--- src/rtl/pc_fetch_unit.sv ---
// pc_fetch_unit: instruction-fetch stage. Owns the program counter, drives the
// instruction-memory byte address, registers the returned word into the IF/ID
// register with a valid/ready handshake, applies decode-resolved redirects and
// halts once the PC runs past the end of the program.
module pc_fetch_unit #(
    parameter int unsigned PROG_WORDS = 17,
    parameter logic [31:0] RESET_PC   = 32'h0
) (
    input  logic        clk,
    input  logic        reset,
    output logic [31:0] pc_out,
    input  logic [31:0] instr_in,
    input  logic        stall,
    input  logic        decode_ready,
    input  logic        branch_taken,
    input  logic [15:0] branch_offset,
    input  logic        jump,
    input  logic [25:0] jump_target,
    output logic [31:0] fetch_instr,
    output logic [31:0] fetch_pc,
    output logic        fetch_valid,
    output logic        halted
);

    localparam logic [31:0] END_ADDR = 32'(PROG_WORDS * 4);

    logic [31:0] pc;
    logic [31:0] seq_pc;
    logic [31:0] branch_disp;
    logic [31:0] redirect_pc;
    logic        consume;
    logic        redirect;
    logic        adv;

    assign pc_out = pc;
    assign halted = (pc >= END_ADDR);

    // Handshake qualifiers and redirect target, all relative to the word held in IF/ID.
    always_comb begin
        seq_pc      = fetch_pc + 32'd4;
        branch_disp = {{14{branch_offset[15]}}, branch_offset, 2'b00};
        redirect_pc = jump ? {seq_pc[31:28], jump_target, 2'b00}
                           : seq_pc + branch_disp;
        consume     = fetch_valid & decode_ready;
        redirect    = consume & (jump | branch_taken);
        adv         = ~halted & ~stall & (~fetch_valid | decode_ready) & ~redirect;
    end

    // PC and IF/ID register: redirect squashes, adv fetches, drain retires the last word.
    always_ff @(posedge clk or posedge reset) begin
        if (reset) begin
            pc          <= RESET_PC;
            fetch_instr <= 32'h0;
            fetch_pc    <= 32'h0;
            fetch_valid <= 1'b0;
        end else if (redirect) begin
            pc          <= redirect_pc;
            fetch_valid <= 1'b0;
        end else if (adv) begin
            fetch_instr <= instr_in;
            fetch_pc    <= pc;
            fetch_valid <= 1'b1;
            pc          <= pc + 32'd4;
        end else if (consume) begin
            fetch_valid <= 1'b0;
        end
    end

endmodule

--- config.mk ---
export PLATFORM = sky130hd
export DESIGN_NAME = pc_fetch_unit
export DESIGN_NICKNAME = d
export VERILOG_FILES = /design/src/rtl/pc_fetch_unit.sv
export SDC_FILE = /design/constraint.sdc
export NUM_CORES = 1
export LEC_CHECK = 0
export ABC_AREA = 1
export BUFFER_PORTS_ARGS = -buffer_cell sky130_fd_sc_hd__clkbuf_2
export CAP_MARGIN = 30
export CORE_MARGIN = 2
export CORE_UTILIZATION = 55
export DETAILED_ROUTE_END_ITERATION = 6
export GPL_TIMING_DRIVEN = 1
export PLACE_DENSITY_LB_ADDON = 0.15
export SYNTH_ARGS = -nofsm -noshare
export SYNTH_HDL_FRONTEND = slang
export SYNTH_SLANG_ARGS = --single-unit
export TNS_END_PERCENT = 5
--- constraint.sdc ---
create_clock -name clk -period 10.1 [get_ports clk]
set_input_delay 2.525 -clock clk [delete_from_list [all_inputs] [get_ports clk]]
set_output_delay 2.525 -clock clk [all_outputs]
set_load 0.05 [all_outputs]
==> flow_summary.yaml <==
worst_setup_path:
  path_class: "flop to output pin"
  start_kind: "flop"
  cp.required_ns: 7.58
  arrival_ns: 2.37
  path_max_fanout: 42
  cp-end-kind: "output pin"
routing:
  drc_errors: 0
  drt_iter0_drc: 750
  wl_per_cell_um: 14.0
  vias_per_cell: 5.30
  firstDrtPassIters: 5
  antenna_left: 0
  routed_wl_mm: 18.7
  via_count: 7056
clock_network:
  root_buffer: "clkbuf_16"
  clkTransAtPathRegs_ns: 0.07
  clockBufferDepth: 2
  cts-resized-gates: 0
  cts_max_level: 3
  cts_post_setup_buffers_inserted: 0
  cts_buffers: 9
  tritoncts: "built"
  clkLatencyLatePin_ns: 0.35
  cts.sinks: 97
  hold_buffers: 0
final_layout:
  final_common_cell: "nand2_1"
  final_area_um2: 8130
  antennaDiodeCount: 0
  final_cell_mix: "328 x nand2_1, 177 x clkbuf_2, 112 x nor2_1"
  area.growth.synth_to_final_pct: 19.1
  finish.utilization_pct: 67.4
  fin_nets: 1278
  drive_gt1_share_pct: 18.5
  nFillCells: 1146
sta:
  setup_viol: 0
  tightest_slew_ns: 0.868
  finClkSkew_ns: 0.00901
  hold_viol_final: 0
  slew_viol_final: 0
  fin_crit_sh_pct: 48.5
  relSlewSlack_pct: 42.1
  finalSetupTns_ns: 0
  min_period_ns: 4.90
  rsz0062_at_grt: "no"
  max_freq_mhz: 204
global_routing:
  track_usage_pct: 28.4
  met2_usage_pct: 41.8
  grt_pass1_vias: 6170
  grt_use_met1_pct: 43.3
  grt_busiest_layer: "met1"
  grt.overflow.total: 0
  grt.met3_usage_pct: 4.06
  antenna_found_initial: 0
  grt_pass1_wl_mm: 30.0
  grt_max_degree: 89
synthesis:
  syn_area_per_cell_um2: 6.82
  ys_ff_latch: 97
  synth-edff-count: 0
  synth_area_leaders: "dfrtp_1 36%, nand2_1 18%, ha_1 7.0%"
  synthCells: 1000
  ys_types: 32
  synthesis.area_um2: 6820
  synth_top_area_share_pct: 35.6
  async_flop_share_pct: 100
  yosysSeqAreaShare_pct: 35.6
  ys.flop_type: "dfrtp_1"
  ys_warn_count: 0
  synth_top_area_cell: "dfrtp_1"
  syn-num-nets: 1119
floorplanning:
  die_area_um2: 13300
  start_util_pct: 56.6
  fp.dieW_um: 115
  die_y_um: 115
  core_area_um2: 12100
  ioPinCount: 178
  fp-row-count: 40
power_and_ir_drop:
  leakage_nw: 4.75
  ir_worst_vdd_v: 0.0000869
  powerDensity_nw_per_um2: 132
place:
  routabilityCongestion: 0.935
  port_buffers: 177
  place_area_um2: 7850
  dp_hpwl_mm: 14.3
min_path:
  hold_path_class: "flop to flop"
job:
  cap_viol_max_count: 0
status:
  status: "finished clean"
cell usage after synthesis, drive strengths merged (3+ instances only):
master,number
xnor2,14
ha,38
nor3,13
nand3,84
nor4,7
o21bai,5
o21ai,21
inv,104
xor2,26
o21a,3
a21o,5
dfrtp,97
a21oi,42
nand4,51
nor2,112
nand2,328
buf,12
clkbuf,22
metal layers:
layer | wire [µm] | vias to the layer above
met2 | 8180 | 270
met3 | 1210 | 24
met5 | 0 | -
met4 | 297 | 0
met1 | 9020 | 3188
li1 | - | 3574
path summary, 6_finish.rpt:
kind	endpoint	cells after the start	start	slack [ns]
min reg2reg	fetch_instr[5]$_DFFE_PP0P_	2	fetch_instr[5]$_DFFE_PP0P_	0.47
max in group asynchronous	fetch_pc[4]$_DFFE_PP0P_	3	reset	6.80
max	halted	8	pc_out[2]$_DFFE_PP0P_	5.20
min in group asynchronous	fetch_instr[13]$_DFFE_PP0P_	2	reset	2.19
max reg2reg	pc_out[31]$_DFFE_PP0P_	24	fetch_pc[2]$_DFFE_PP0P_	6.64
min	fetch_instr[5]$_DFFE_PP0P_	2	fetch_instr[5]$_DFFE_PP0P_	0.47
stage by stage:
stage / worst slack (ns) / hold WS (ns) / cells / total power [mW]
6_report: 5.20 / 0.471 / 1332 / 1.07
4_1_cts: 5.17 / 0.475 / 1332 / 1.08
3_3_place_gp: 5.21 / 0.454 / 1316 / 0.747
2_1_floorplan: 5.04 / 0.751 / 1000 / 0.666
5_1_grt: 5.00 / 0.487 / 1332 / 1.12
3_5_place_dp: 5.14 / 0.457 / 1316 / 0.750
cell families after synthesis:
family | share of synthesized area, %
simple gates | 37.3
compound gates | 7.00
flops | 35.6
fa+ha+maj | 7.26
buf+inv | 7.70
xor+xnor | 5.13
sequential cells by signal, indices dropped and copies added, names as in the netlist:
name         count
fetch_pc        32
pc_out          32
fetch_instr     32
fetch_valid      1
final cells by class:
class	instances	area, µm²	area share, %
Clock buffer	11	243	2.99
Clock inverter	5	38.8	0.477
Inverter	104	393	4.83
Multi-Input combinational cell	765	3890	47.9
Sequential cell	97	2430	29.9
Tap cell	168	210	2.59
Timing Repair Buffer	182	923	11.4
critical path: stages, from the launching register on:
cell and delay, ns:
dfrtp_1 0.48, ha_1 0.24, nand3_1 0.07, nand2_1 0.05
o31ai_1 0.21, nor3b_4 0.21, buf_4 0.41, inv_1 0.07
clkbuf_2 0.25
power by group:
group	internal [mW]	leakage, nW	switching [mW]
registers	0.424	1.27	0.0310
logic	0.0728	3.34	0.217
clock network	0.176	0.137	0.151
total	0.672	4.75	0.399
Power figures use the tool's default switching activity.
